<file path="src/rtl/mem_port_arbiter_if.sv">
// rtl/mem_port_arbiter_if.sv - IF/DM requester, response and memory signals of the port arbiter
interface mem_port_arbiter_if #(
    parameter int ADDR_W = 64,
    parameter int DATA_W = 64
);
    logic              if_req;
    logic [ADDR_W-1:0] if_addr;
    logic              if_flush;
    logic              if_rvalid;
    logic [31:0]       if_rdata;
    logic              dm_req;
    logic              dm_we;
    logic [ADDR_W-1:0] dm_addr;
    logic [DATA_W-1:0] dm_wdata;
    logic              dm_rvalid;
    logic [DATA_W-1:0] dm_rdata;
    logic              mem_en;
    logic              mem_we;
    logic [ADDR_W-1:0] mem_addr;
    logic [DATA_W-1:0] mem_wdata;
    logic [DATA_W-1:0] mem_rdata;
    logic              stall_if;
    logic              stall_mem;

    modport slave (
        input  if_req, if_addr, if_flush, dm_req, dm_we, dm_addr, dm_wdata, mem_rdata,
        output if_rvalid, if_rdata, dm_rvalid, dm_rdata,
        output mem_en, mem_we, mem_addr, mem_wdata, stall_if, stall_mem
    );

    modport master (
        output if_req, if_addr, if_flush, dm_req, dm_we, dm_addr, dm_wdata, mem_rdata,
        input  if_rvalid, if_rdata, dm_rvalid, dm_rdata,
        input  mem_en, mem_we, mem_addr, mem_wdata, stall_if, stall_mem
    );
endinterface

</file>
<file path="src/rtl/mem_port_arbiter.sv">
// rtl/mem_port_arbiter.sv - single-port memory arbiter between instruction fetch and data memory
module mem_port_arbiter #(
    parameter int ADDR_W     = 64,
    parameter int DATA_W     = 64,
    parameter int MEM_LAT    = 2,
    parameter int STARVE_MAX = 4
) (
    input  logic                clk,
    input  logic                reset,
    mem_port_arbiter_if.slave   bus
);
    typedef enum logic [1:0] {IDLE, ISSUE, WAIT} state_t;
    typedef enum logic [1:0] {OWN_NONE, OWN_IF, OWN_DM} owner_t;

    localparam logic [3:0] LAT  = 4'(MEM_LAT);
    localparam logic [3:0] SMAX = 4'(STARVE_MAX);

    state_t            state_q, state_d;
    owner_t            owner_q, owner_d;
    logic [3:0]        lat_q, lat_d;
    logic [3:0]        starve_q, starve_d;
    logic              we_q, we_d;
    logic              cancel_q, cancel_d;
    logic [ADDR_W-1:0] addr_q, addr_d;
    logic [DATA_W-1:0] wdata_q, wdata_d;

    logic              mem_en, mem_we, if_rvalid, dm_rvalid;

    always_ff @(posedge clk or negedge reset) begin
        if (!reset) begin
            state_q  <= IDLE;
            owner_q  <= OWN_NONE;
            lat_q    <= '0;
            starve_q <= '0;
            we_q     <= 1'b0;
            cancel_q <= 1'b0;
            addr_q   <= '0;
            wdata_q  <= '0;
        end else begin
            state_q  <= state_d;
            owner_q  <= owner_d;
            lat_q    <= lat_d;
            starve_q <= starve_d;
            we_q     <= we_d;
            cancel_q <= cancel_d;
            addr_q   <= addr_d;
            wdata_q  <= wdata_d;
        end
    end

    always_comb begin
        state_d   = state_q;
        owner_d   = owner_q;
        lat_d     = lat_q;
        starve_d  = starve_q;
        we_d      = we_q;
        cancel_d  = cancel_q;
        addr_d    = addr_q;
        wdata_d   = wdata_q;
        mem_en    = 1'b0;
        mem_we    = 1'b0;
        if_rvalid = 1'b0;
        dm_rvalid = 1'b0;

        case (state_q)
            IDLE: begin
                cancel_d = 1'b0;
                if (!bus.if_req) begin
                    starve_d = '0;
                end
                // DM wins unless IF has already watched STARVE_MAX DM grants go by
                if (bus.dm_req && (!bus.if_req || (starve_q < SMAX))) begin
                    state_d = ISSUE;
                    owner_d = OWN_DM;
                    we_d    = bus.dm_we;
                    addr_d  = bus.dm_addr;
                    wdata_d = bus.dm_wdata;
                    if (bus.if_req && (starve_q != SMAX)) begin
                        starve_d = starve_q + 4'd1;
                    end
                end else if (bus.if_req) begin
                    state_d  = ISSUE;
                    owner_d  = OWN_IF;
                    we_d     = 1'b0;
                    addr_d   = bus.if_addr;
                    wdata_d  = '0;
                    starve_d = '0;
                end
            end
            ISSUE: begin
                mem_en  = 1'b1;
                mem_we  = we_q;
                lat_d   = 4'd1;
                state_d = WAIT;
                if ((owner_q == OWN_IF) && bus.if_flush) begin
                    cancel_d = 1'b1;
                end
            end
            WAIT: begin
                lat_d = lat_q + 4'd1;
                if ((owner_q == OWN_IF) && bus.if_flush) begin
                    cancel_d = 1'b1;
                end
                if (lat_q == LAT) begin
                    // a flush arriving in the response cycle itself also kills delivery
                    dm_rvalid = (owner_q == OWN_DM);
                    if_rvalid = (owner_q == OWN_IF) && !(cancel_q || bus.if_flush);
                    state_d   = IDLE;
                    owner_d   = OWN_NONE;
                    cancel_d  = 1'b0;
                    lat_d     = '0;
                end
            end
            default: begin
                state_d = IDLE;
                owner_d = OWN_NONE;
            end
        endcase
    end

    assign bus.mem_en    = mem_en;
    assign bus.mem_we    = mem_we;
    assign bus.mem_addr  = addr_q;
    assign bus.mem_wdata = wdata_q;
    assign bus.if_rvalid = if_rvalid;
    assign bus.dm_rvalid = dm_rvalid;
    assign bus.if_rdata  = bus.mem_rdata[31:0];
    assign bus.dm_rdata  = bus.mem_rdata;
    assign bus.stall_if  = bus.if_req & ~if_rvalid;
    assign bus.stall_mem = bus.dm_req & ~dm_rvalid;
endmodule

</file>
<file path="src/flat_wrapper.sv">
// flat-port wrapper written by rule: the top's interface ports become plain ports
module mem_port_arbiter_flat 
#(
    parameter int ADDR_W     = 64,
    parameter int DATA_W     = 64,
    parameter int MEM_LAT    = 2,
    parameter int STARVE_MAX = 4
)
  (clk, reset, bus_if_req, bus_if_addr, bus_if_flush, bus_dm_req, bus_dm_we, bus_dm_addr, bus_dm_wdata, bus_mem_rdata, bus_if_rvalid, bus_if_rdata, bus_dm_rvalid, bus_dm_rdata, bus_mem_en, bus_mem_we, bus_mem_addr, bus_mem_wdata, bus_stall_if, bus_stall_mem);
  mem_port_arbiter_if #(.ADDR_W(ADDR_W), .DATA_W(DATA_W)) bus_i ();
  input  logic clk;
  input  logic reset;
  input wire logic [$bits(bus_i.if_req)-1:0] bus_if_req;
  input wire logic [$bits(bus_i.if_addr)-1:0] bus_if_addr;
  input wire logic [$bits(bus_i.if_flush)-1:0] bus_if_flush;
  input wire logic [$bits(bus_i.dm_req)-1:0] bus_dm_req;
  input wire logic [$bits(bus_i.dm_we)-1:0] bus_dm_we;
  input wire logic [$bits(bus_i.dm_addr)-1:0] bus_dm_addr;
  input wire logic [$bits(bus_i.dm_wdata)-1:0] bus_dm_wdata;
  input wire logic [$bits(bus_i.mem_rdata)-1:0] bus_mem_rdata;
  output wire logic [$bits(bus_i.if_rvalid)-1:0] bus_if_rvalid;
  output wire logic [$bits(bus_i.if_rdata)-1:0] bus_if_rdata;
  output wire logic [$bits(bus_i.dm_rvalid)-1:0] bus_dm_rvalid;
  output wire logic [$bits(bus_i.dm_rdata)-1:0] bus_dm_rdata;
  output wire logic [$bits(bus_i.mem_en)-1:0] bus_mem_en;
  output wire logic [$bits(bus_i.mem_we)-1:0] bus_mem_we;
  output wire logic [$bits(bus_i.mem_addr)-1:0] bus_mem_addr;
  output wire logic [$bits(bus_i.mem_wdata)-1:0] bus_mem_wdata;
  output wire logic [$bits(bus_i.stall_if)-1:0] bus_stall_if;
  output wire logic [$bits(bus_i.stall_mem)-1:0] bus_stall_mem;
  assign bus_i.if_req = bus_if_req;
  assign bus_i.if_addr = bus_if_addr;
  assign bus_i.if_flush = bus_if_flush;
  assign bus_i.dm_req = bus_dm_req;
  assign bus_i.dm_we = bus_dm_we;
  assign bus_i.dm_addr = bus_dm_addr;
  assign bus_i.dm_wdata = bus_dm_wdata;
  assign bus_i.mem_rdata = bus_mem_rdata;
  assign bus_if_rvalid = bus_i.if_rvalid;
  assign bus_if_rdata = bus_i.if_rdata;
  assign bus_dm_rvalid = bus_i.dm_rvalid;
  assign bus_dm_rdata = bus_i.dm_rdata;
  assign bus_mem_en = bus_i.mem_en;
  assign bus_mem_we = bus_i.mem_we;
  assign bus_mem_addr = bus_i.mem_addr;
  assign bus_mem_wdata = bus_i.mem_wdata;
  assign bus_stall_if = bus_i.stall_if;
  assign bus_stall_mem = bus_i.stall_mem;
  mem_port_arbiter #(.ADDR_W(ADDR_W), .DATA_W(DATA_W), .MEM_LAT(MEM_LAT), .STARVE_MAX(STARVE_MAX)) u_core (.clk(clk), .reset(reset), .bus(bus_i));
endmodule
</file>
<file path="config.mk">
export PLATFORM = sky130hd
export DESIGN_NAME = mem_port_arbiter_flat
export DESIGN_NICKNAME = d
export VERILOG_FILES = /design/src/rtl/mem_port_arbiter_if.sv /design/src/rtl/mem_port_arbiter.sv /design/src/flat_wrapper.sv
export SDC_FILE = /design/constraint.sdc
export NUM_CORES = 1
export LEC_CHECK = 0
export BUFFER_PORTS_ARGS = -buffer_cell sky130_fd_sc_hd__buf_2
export CAP_MARGIN = 25
export CORE_AREA = 2 2 189 191
export CTS_BUF_LIST = sky130_fd_sc_hd__clkbuf_16
export DETAILED_ROUTE_END_ITERATION = 6
export DIE_AREA = 0 0 191 193
export HOLD_SLACK_MARGIN = 0.02
export PLACE_DENSITY_LB_ADDON = 0.25
export SLEW_MARGIN = 20
export SYNTH_ARGS = -nofsm -noshare
export SYNTH_HDL_FRONTEND = slang
export SYNTH_SLANG_ARGS = --single-unit
</file>
<file path="constraint.sdc">
create_clock -name clk -period 4 [get_ports clk]
set_input_delay 0.2 -clock clk [delete_from_list [all_inputs] [get_ports clk]]
set_output_delay 0.2 -clock clk [all_outputs]
set_load 0.01 [all_outputs]
</file>
[After elaboration in Yosys (flattened, before gate mapping)]
Index checks and enable logic that the tools add are counted.
Cells by class
  $add $sub $neg: 2
  order comparisons: 1
  equal/unequal tests: 8
  multiplexer cells: 27
  bitwise operators: 5
  reduce and logical (&&, ||, !) cells: 15
Operators with widths (number)
  $mux 64: 4
  $mux 4: 5
  $pmux 2 s3: 2
  $mux 1: 10
  $add 4x1->4 const B: 2
  $mux 2: 4
  $pmux 4 s2: 1
  $eq 2x1->1 const B: 2
  $eq 2x2->1 const B: 2
  $eq 4x2->1 const B: 1
  $logic_and 1x1->1: 4
  $lt 4x3->1 const B: 1
  $ne 4x3->1 const B: 1
  $reduce_and 2->1: 2
  $reduce_bool 2->1: 2
  $ne 3x2->1 const B: 1
  $not 1->1: 3
  $pmux 1 s3: 1
  $reduce_and 3->1: 1
  $reduce_bool 3->1: 1
  $and 1x1->1: 2
  $logic_not 1->1: 2
  $logic_not 2->1: 1
  $logic_or 1x1->1: 2
  $ne 2x1->1 const B: 1
Storage, ports and cells
  bits in registers: 142
  bits of input ports: 262
  output and inout bits: 230
  word-level logic and storage cells: 66

[Longest topological paths before layout]
Gate-level depths: netlist (run 1).
  word-level depth: 7
  mapped depth: 7
  depth with buffers taken out: 5

[Least setup slack after synthesis (run 1)]
No wires, ideal clock.
  kind: register to register
  start: register u_core.lat_q[0]
  end: register u_core.state_q[1]
  library setup time: 128 ps
  data arrival time: 1532 ps
  required time: 3872 ps
  path slack: 2340 ps
  stages on the path, launching flop included: 6
  buffers on the path: 0
  period minus slack after synthesis: 1660 ps
  cells stage by stage: dfrtp_1 inv_1 ha_1 or3b_4 a22oi_4 mux2_1
On the way
  longest elaborated chain between the ends: 3
RTL lines
  start, declared: RTL line mem_port_arbiter.sv:20  | logic [3:0] lat_q, lat_d;
  start signal, assigned: RTL line mem_port_arbiter.sv:42  | lat_q <= lat_d;
  $eq 4x2->1: RTL line mem_port_arbiter.sv:104  | if (lat_q == LAT) begin
  $ne 2x1->1 (no source line)
  $reduce_and 2->1 (no source line)
  end signal, assigned: RTL line mem_port_arbiter.sv:40  | state_q <= state_d;
  end, declared: RTL line mem_port_arbiter.sv:18  | state_t state_q, state_d;
Every way passes these cells.
A chain may end at the register's enable or synchronous reset.

[Worst setup path after layout (run 1)]
  start: register u_core.state_q[0]
  end: register u_core.addr_q[46], in the netlist u_core.bus.mem_addr[46]
On the way
  longest elaborated chain between the ends: 2
RTL lines
  $logic_not 2->1: RTL line mem_port_arbiter.sv:65  | case (state_q)
  $reduce_and 2->1 (no source line)
  end signal, assigned: RTL line mem_port_arbiter.sv:46  | addr_q <= addr_d;
  end, declared: RTL line mem_port_arbiter.sv:24  | logic [ADDR_W-1:0] addr_q, addr_d;
Every way passes these cells.

==> results of run 1 <==
-- sequential cells by signal, summed over array words and instances, names as in the netlist --
register / flops
u_core.bus.mem_addr: 64
u_core.bus.mem_wdata: 64
u_core.lat_q: 4
u_core.starve_q: 4
u_core.owner_q: 2
u_core.state_q: 2
u_core.cancel_q: 1
u_core.we_q: 1
-- worst max-delay path by stage --
stage / slack (ns) / endpoint
after CTS: 0.81 / u_core.bus.mem_addr[53]
after floorplan: 2.34 / u_core.state_q[1]
final: 0.84 / u_core.bus.mem_addr[46]
after global routing: 0.56 / u_core.bus.mem_addr[53]
after detailed placement: 1.36 / u_core.bus.mem_addr[46]
after global placement: 1.40 / u_core.bus.mem_addr[45]
-- per-stage QoR --
step                      setup WS, ns  instances  util, %
after floorplan                   2.34        824        -
after global placement            1.40       1462     24.6
after detailed placement          1.36       1462     24.6
after CTS                        0.807       1666     31.2
after global routing             0.561       1666     31.2
final                            0.837       1667     31.2
-- cell families (layout without fill, tap and decap cells) --
| logic type | after synthesis | in the layout | share of synthesized area [%] |
|---|---|---|---|
| AOI/OAI and AO/OA | 149 | 149 | 13.5 |
| adders and majority gates | 9 | 9 | 1.55 |
| buffers and inverters | 174 | 555 | 14.8 |
| DFF | 142 | 142 | 49.0 |
| muxes | 3 | 3 | 0.449 |
| other | 0 | 1 | 0 |
| and+or+nand+nor | 347 | 347 | 20.7 |
-- per-layer routing --
metal	share of wire (%)	up-vias	track usage, %	wire length (um)
li1	-	3449	-	-
met1	40	3326	17.6	11400
met2	46	353	23.9	13200
met3	8.8	48	4.83	2490
met4	4.5	2	8.88	1270
met5	0.046	-	0	13
-- layout make-up --
type	count	share of cell area, %
sequential	142	32.5
timing repair buffer	512	31.8
multi-input combinational	508	24.4
tap	461	5.28
clock buffer	17	3.90
clock inverter	15	1.63
inverter	11	0.378
antenna	1	0.0229
-- power by group through the flow --
| stage | Clock (mW) | Combinational (mW) | Sequential [mW] |
|---|---|---|---|
| after floorplan | 0 | 1.56 | 2.77 |
| after global placement | 0 | 3.07 | 2.49 |
| after detailed placement | 0 | 3.10 | 2.49 |
| after CTS | 1.76 | 3.56 | 2.47 |
| after global routing | 1.81 | 3.91 | 2.55 |
| final | 1.69 | 3.52 | 2.47 |
-- critical path, stage by stage, from the launching register on --
cell and delay, ns:
dfrtp_1 0.41, inv_1 0.15, ha_4 0.53, o21a_4 0.71, buf_12 0.38, nand2_1 0.09
o211ai_1 0.18, dlygate4sd3_1 0.59
-- cells in the final DEF, fill, tap and decap left out, drive strengths merged, types with 3 or more instances in the layout --
| master | instances |
|---|---|
| buf | 340 |
| nand2 | 266 |
| dlygate4sd3 | 172 |
| dfrtp | 142 |
| o21ai | 67 |
| nand4 | 65 |
| o211ai | 64 |
| clkbuf | 17 |
| inv | 14 |
| ha | 9 |
| clkinv | 6 |
| nor2 | 4 |
| o22ai | 4 |
| bufinv | 4 |
| nand3 | 3 |
| o32ai | 3 |
==> impl_metrics.json, run 1 <==
{
  "r2r_end": "u_core.bus.mem_addr[46]",
  "whs_ns": 0.0536,
  "syn-instance-count": 824,
  "htreeDepth": 4,
  "ys_top_cells_by_count": "nand2_1 (266), dfrtp_1 (142), buf_4 (100)",
  "total_power_mw": 7.67,
  "power_frac_clock_pct": 22.0,
  "tightest_slew_ns": 0.988,
  "skew_ns": 0.00970,
  "grt_overflow": 0,
  "status": "completed",
  "synthesis.nets": 1095,
  "power_density_mw_per_mm2": 703,
  "dominantRegCellSynth": "dfrtp_1",
  "rr_worst_depth": 7,
  "fmax_mhz": 316,
  "ff2ff_setup_slack_ns": 0.84,
  "p_int_mw": 4.68,
  "row_count": 69,
  "vias": 7178,
  "final_antenna_net_count": 0,
  "synth_area_per_cell_um2": 8.80,
  "switching_power_mw": 3.00,
  "ir_worst_vdd_mv": 0.289,
  "ys_top_cells_by_area": "dfrtp_1 (49%), nand2_1 (14%), buf_4 (10%)",
  "multi_input_area_mm2": 0.00266,
  "io_buffer_count": 331,
  "drive_gt1_share_pct": 31.2,
  "drtIter0Drc": 270,
  "clock-sinks": 142,
  "r2r-start": "u_core.state_q[0]",
  "min_path_type": "input port to register",
  "setup_viol": 0,
  "p_leak_nw": 5.19,
  "ios": 492,
  "grt_pass1_vias": 7224,
  "yosysMostFrequentCell": "nand2_1",
  "vias_per_cell": 4.31,
  "grt_max_degree": 102,
  "cts_tree": "yes",
  "route.detailed.drc": 0,
  "yosys.area.top_type_share_pct": 49.0,
  "synth_enable_flop_cells": 0,
  "grt_pass1_wl_um": 41900,
  "dpl.hpwl_um": 18700,
  "fin_nets": 1463,
  "first_pass_iters": 4,
  "clock_latency_ns": 0.43,
  "cts_made_buffers": 17,
  "maxSlewHeadroom_pct": 33.9,
  "cp.required_ns": 4.36,
  "seq_area_frac_synth_pct": 49.0,
  "rsz0062_at_grt": "no",
  "start_util_pct": 20.7,
  "clkTransAtPathRegs_ns": 0.06,
  "dieArea_mm2": 0.0369,
  "combPwrFrac_pct": 45.9,
  "slew_violations": 0,
  "die_y_um": 193,
  "gp_congestion": 0.778,
  "layout_min_cycle_time_ns": 3.16,
  "hold_viol_final": 0,
  "postCtsSetupBuffers": 0,
  "regArea_mm2": 0.00355,
  "avgRoutedWirePerCell_um": 17.0,
  "wl_um": 28400,
  "switching_share_pct": 39.0,
  "die_w_um": 191,
  "synth_area_leader_cell": "dfrtp_1",
  "max-clock-path-buffers": 2,
  "critPathLaunch": "u_core.state_q[0]",
  "area_growth_pct": 50.6,
  "holdBufCountCts": 172,
  "syn_area_mm2": 0.00725,
  "async_flop_share_pct": 100,
  "antenna_found_initial": 1,
  "synth.distinct_cells": 35,
  "crit_type": "register to register",
  "fin_crit_sh_pct": 79.1,
  "fillers": 3719,
  "holdPathEnd": "u_core.bus.mem_addr[50]",
  "setup_tns_ns": 0,
  "cts-resized-gates": 0,
  "coreArea_mm2": 0.0350,
  "grt_usage_pct": 15.0,
  "end_kind": "register",
  "arrival_ns": 3.53,
  "worstHoldStart": "bus_dm_addr[50]",
  "clockRootBuffer": "clkbuf_16",
  "ys_ff_latch": 142,
  "placed_cell_area_mm2": 0.00859,
  "synth_warnings": 0,
  "cap_violations": 0,
  "crit_path_max_fanout": 74,
  "min_path_cells": 3,
  "seq_power_share_pct": 32.2,
  "final_cell_area_mm2": 0.0109,
  "startpoint_type": "register"
}
Note: power is estimated with default switching activity, not from simulation.
==> run 2, diff against run 1 <==
Settings changed: CORE_AREA 2 2 189 191 to 2 2 191 193, DIE_AREA 0 0 191 193 to 0 0 193 195.
Clock period 4 ns to 3.12 ns, I/O delays scaled along.
==> run 2 against run 1 <==
Worst hold slack lost 0.016 ns. Cell count up 1.6%. Wire length is 0.81% higher. Largest cell class is now non-clock buffers. Non-clock buffer count grew 26. Flip-flop and latch count stayed put. Clock skew about the same.
==> impl_metrics.json, run 2 (same netlist as run 1, synthesis figures left out) <==
{
  "cts_tree": "yes",
  "wl_um": 28600,
  "critPathLaunch": "u_core.state_q[0]",
  "crit_path_max_fanout": 75,
  "row_count": 69,
  "fin_crit_sh_pct": 88.3,
  "worst_slack_ns": 0.365,
  "placed_cells": 1470,
  "status": "completed",
  "clock-sinks": 142,
  "seq_power_share_pct": 31.8,
  "grt_pass1_vias": 7393,
  "clock_latency_ns": 0.43,
  "dieArea_mm2": 0.0376,
  "hold_viol_final": 0,
  "multi_input_area_mm2": 0.00266,
  "cp.depth": 8,
  "antenna_found_initial": 2,
  "switching_power_mw": 3.88,
  "ios": 492,
  "combPwrFrac_pct": 47.6,
  "maxSlewHeadroom_pct": 55.6,
  "crit_path_max_incr_delay_ns": 0.59,
  "p_leak_nw": 5.31,
  "clkTransAtPathRegs_ns": 0.06,
  "grt_max_degree": 76,
  "power_frac_clock_pct": 20.6,
  "path_cells": "inv_1 -> ha_4 -> buf_4 -> o21ai_4 -> buf_12 -> nand2_1 -> o211ai_1 -> dlygate4sd3_1",
  "gp_congestion": 0.757,
  "cp_num_buf_inv": 4,
  "switching_share_pct": 38.6,
  "drive_gt1_share_pct": 31.3,
  "rsz0062_at_grt": "no",
  "route.detailed.drc": 0,
  "ir_worst_vdd_mv": 0.390,
  "final_cells": 1693,
  "power_density_mw_per_mm2": 899,
  "htreeDepth": 4,
  "skew_ns": 0.00976,
  "post-place-ws_ns": 0.917,
  "coreArea_mm2": 0.0354,
  "layout_min_cycle_time_ns": 2.76,
  "startpoint_type": "register",
  "vias_per_cell": 4.34,
  "start_util_pct": 20.5,
  "setup_viol": 0,
  "die_y_um": 195,
  "tightest_slew_ns": 0.666,
  "regArea_mm2": 0.00355,
  "final_antenna_net_count": 0,
  "dpl.hpwl_um": 19600,
  "first_pass_iters": 4,
  "arrival_ns": 3.07,
  "final_util_pct": 31.6,
  "rr_worst_depth": 8,
  "cts-resized-gates": 0,
  "io_buffer_count": 331,
  "grt_pass1_wl_um": 42100,
  "final_common_cell": "buf_2",
  "grt_overflow": 0,
  "clockRootBuffer": "clkbuf_16",
  "vias": 7347,
  "r2r-start": "u_core.state_q[0]",
  "cap_violations": 0,
  "cp.required_ns": 3.43,
  "crit_type": "register to register",
  "area_growth_pct": 54.2,
  "min_path_cells": 3,
  "crit_path_top_delay_cell": "dlygate4sd3_1",
  "avgRoutedWirePerCell_um": 16.9,
  "setup_tns_ns": 0,
  "fillers": 3769,
  "die_w_um": 193,
  "drtIter0Drc": 193,
  "min_path_type": "input port to register",
  "end_kind": "register",
  "max-clock-path-buffers": 2,
  "fmax_mhz": 363,
  "grt_usage_pct": 14.7,
  "worstHoldStart": "bus_dm_addr[50]",
  "cts_made_buffers": 17,
  "final_cell_mix": "buf_2 (330), nand2_1 (265), dlygate4sd3_1 (190)",
  "critical-path-top-delay-family": "buffers and inverters",
  "postCtsSetupBuffers": 0,
  "fin_nets": 1489,
  "slew_violations": 0,
  "p_int_mw": 6.18
}
## run 2: worst reg2reg max path: stages, from the launching register on
cell           delay, ns
dfrtp_1             0.41
inv_1               0.16
ha_4                0.41
buf_4               0.42
o21ai_4             0.15
buf_12              0.22
nand2_1             0.21
o211ai_1            0.08
dlygate4sd3_1       0.59
## run 2: worst paths after layout
check / slack, ns / endpoint
max: 0.36 / u_core.bus.mem_addr[41]
min: 0.04 / u_core.bus.mem_addr[50]
max reg2reg: 0.36 / u_core.bus.mem_addr[41]
min reg2reg: 0.48 / u_core.bus.mem_wdata[27]
max in group asynchronous: 1.97 / u_core.bus.mem_addr[37]
min in group asynchronous: 0.33 / u_core.bus.mem_wdata[40]
## run 2: layout make-up
type | instances | area share [%]
diodes | 2 | 0.0448
clock inverters | 14 | 1.34
flip-flops and latches | 142 | 31.8
multi-input cells | 508 | 23.8
well taps | 461 | 5.16
inverters | 11 | 0.369
clock buffers | 17 | 3.80
repair buffers | 538 | 33.7
## run 2: repair_timing
action	4_1_cts	5_1_grt
endpoints found under the setup margin	0	0
endpoints found under the hold margin	194	0
hold buffers	190	0
## run 2: power groups by stage
| stage | clock network (mW) | logic (mW) | registers, mW |
|---|---|---|---|
| after floorplan | 0 | 2.00 | 3.55 |
| after global placement | 0 | 3.99 | 3.22 |
| after detailed placement | 0 | 4.03 | 3.21 |
| after CTS | 2.15 | 4.83 | 3.20 |
| after global routing | 2.22 | 5.32 | 3.31 |
| final | 2.07 | 4.79 | 3.19 |
## run 2: per-stage QoR
stage                     area, um2  power (mW)  hold WS (ns)
after floorplan                7250        5.55        -0.140
after global placement         8700        7.20         0.234
after detailed placement       8700        7.24         0.223
after CTS                     11200        10.2        0.0215
after global routing          11200        10.9        0.0224
final                         11200        10.1        0.0377
## run 2: metal layers
layer  up-vias  wire (um)  track usage [%]
met3        51       2600             5.19
li1       3502          -                -
met5         -          0                0
met1      3442      11400             16.3
met4         0       1210             7.94
met2       352      13400             24.6
==> run 3, diff against run 2 <==
Settings changed: CORE_AREA 2 2 191 193 to 2 2 189 191, DIE_AREA 0 0 193 195 to 0 0 191 193, SLEW_MARGIN 20 to 25.
Clock period 3.12 ns to 2.4 ns, I/O delays scaled along.
==> run 3 against run 2 <==
Flip-flop and latch count stayed put. Largest cell class unchanged. Design area about the same. Die area down 2.1%. Critical endpoint is now u_core.bus.mem_addr[20].
==> impl_metrics.json, run 3 (same netlist as run 1, synthesis figures left out) <==
{
  "io_buffer_count": 331,
  "placed_cells": 1470,
  "start_util_pct": 20.7,
  "setup_tns_ns": 0,
  "startpoint_type": "register",
  "crit_path_max_fanout": 41,
  "coreArea_mm2": 0.0350,
  "ir_worst_vdd_mv": 0.490,
  "clkTransAtPathRegs_ns": 0.06,
  "grt_overflow": 0,
  "status": "completed",
  "antenna_found_initial": 2,
  "route.detailed.drc": 0,
  "skew_ns": 0.00798,
  "tightest_slew_ns": 0.751,
  "layout_min_cycle_time_ns": 2.20,
  "cp.required_ns": 2.77,
  "dieArea_mm2": 0.0369,
  "dpl.hpwl_um": 19600,
  "avgRoutedWirePerCell_um": 17.0,
  "htreeDepth": 4,
  "vias": 7455,
  "hold_viol_final": 0,
  "n_antenna_cell": 0,
  "grt_pass1_vias": 7540,
  "power_frac_clock_pct": 19.6,
  "clockRootBuffer": "clkbuf_16",
  "grt_pass1_wl_um": 42700,
  "rsz0062_at_grt": "no",
  "final_antenna_net_count": 0,
  "combPwrFrac_pct": 48.3,
  "cap_violations": 0,
  "min_path_type": "input port to register",
  "crit_path_top_delay_cell": "dlygate4sd3_1",
  "fin_crit_sh_pct": 91.6,
  "setup_viol": 0,
  "grt_usage_pct": 15.2,
  "switching_share_pct": 39.6,
  "final_cell_mix": "buf_2 (330), nand2_1 (265), dlygate4sd3_1 (194)",
  "final_cells": 1700,
  "crit_path_max_incr_delay_ns": 0.58,
  "grt_max_degree": 69,
  "drive_gt1_share_pct": 31.3,
  "switching_power_mw": 5.06,
  "ios": 492,
  "placed_cell_area_mm2": 0.00867,
  "vias_per_cell": 4.39,
  "crit_type": "register to register",
  "whs_ns": 0.0942,
  "power_density_mw_per_mm2": 1140,
  "p_int_mw": 7.72,
  "maxSlewHeadroom_pct": 49.9,
  "row_count": 69,
  "final_cell_area_mm2": 0.0112,
  "critical-path-top-delay-family": "buffers and inverters",
  "end_kind": "register",
  "die_y_um": 193,
  "max-clock-path-buffers": 2,
  "cp_num_buf_inv": 3,
  "slew_violations": 0,
  "cts_tree": "yes",
  "clock_latency_ns": 0.44,
  "total_power_mw": 12.8,
  "gp_congestion": 0.770,
  "path_cells": "inv_1 -> ha_4 -> o21ai_4 -> buf_4 -> nand2_1 -> o211ai_1 -> dlygate4sd3_1",
  "final_common_cell": "buf_2",
  "area_growth_pct": 54.3,
  "clock-sinks": 142,
  "die_w_um": 191,
  "drtIter0Drc": 215,
  "p_leak_nw": 5.31,
  "first_pass_iters": 4,
  "arrival_ns": 2.57,
  "cts_made_buffers": 17,
  "wl_um": 28900,
  "fin_nets": 1497,
  "fmax_mhz": 455,
  "seq_power_share_pct": 32.1
}
[run 3: cell count changes in the layout (fill, tap and decap cells not counted), sizes merged]
cell	delta
clkinv	+1
diode	-2
buf	+4
dlygate4sd3	+4
bufinv	-2
clkinvlp	+2
[run 3: layer usage]
| layer | GRT usage [%] | part of all wire, % | routed length [um] | vias to the layer above |
|---|---|---|---|---|
| met4 | 9.24 | 4.7 | 1360 | 4 |
| met2 | 24.9 | 47 | 13600 | 336 |
| li1 | - | - | - | 3516 |
| met1 | 17.2 | 40 | 11600 | 3545 |
| met5 | 0 | 0.093 | 27 | - |
| met3 | 5.18 | 8.1 | 2340 | 54 |
[run 3: metrics by stage]
step                      worst slack (ns)  utilization (%)
after CTS                           0.0277             31.9
after floorplan                      0.740                -
final                                0.201             32.0
after global placement               0.573             24.8
after global routing                0.0541             32.0
after detailed placement             0.523             24.8
[run 3: timing repair]
| item | in CTS | in global routing |
|---|---|---|
| gates resized for setup | 0 | 3 |
| hold endpoints to repair | 182 | 0 |
| endpoints found under the setup margin | 0 | 50 |
| setup buffers | 0 | 4 |
| hold buffers | 194 | 0 |
[run 3: final cells by class]
class	count	area (um2)
Inverter	11	41.3
Sequential cell	142	3550
Clock buffer	17	425
Clock inverter	15	106
Timing Repair Buffer	546	3820
Fill cell	3718	23800
Tap cell	461	577
Multi-Input combinational cell	508	2670
[run 3: power groups by stage]
stage,clock [mW],combinational (mW),sequential [mW]
final,2.51,6.18,4.10
after floorplan,0,2.60,4.61
after detailed placement,0,5.23,4.13
after global placement,0,5.18,4.12
after global routing,2.71,6.86,4.25
after CTS,2.62,6.16,4.10
[run 3: final timing paths]
kind / start / to / slack, ns / cells past startpoint
setup / recovery: u_core.state_q[1] / u_core.bus.mem_addr[20] / 0.20 / 7
hold / removal: bus_if_req / u_core.starve_q[0] / 0.09 / 3
setup reg to reg: u_core.state_q[1] / u_core.bus.mem_addr[20] / 0.20 / 7
hold reg to reg: u_core.bus.mem_wdata[17] / u_core.bus.mem_wdata[17] / 0.48 / 2
max in group asynchronous: reset / u_core.bus.mem_addr[32] / 1.45 / 3
min in group asynchronous: reset / u_core.bus.mem_wdata[50] / 0.18 / 2
[run 3: worst register-to-register path, stage by stage (launching register included)]
cell and delay [ns]:
dfrtp_1 0.39, inv_1 0.12, ha_4 0.21, o21ai_4 0.08
buf_4 0.44, nand2_1 0.20, o211ai_1 0.11, dlygate4sd3_1 0.58
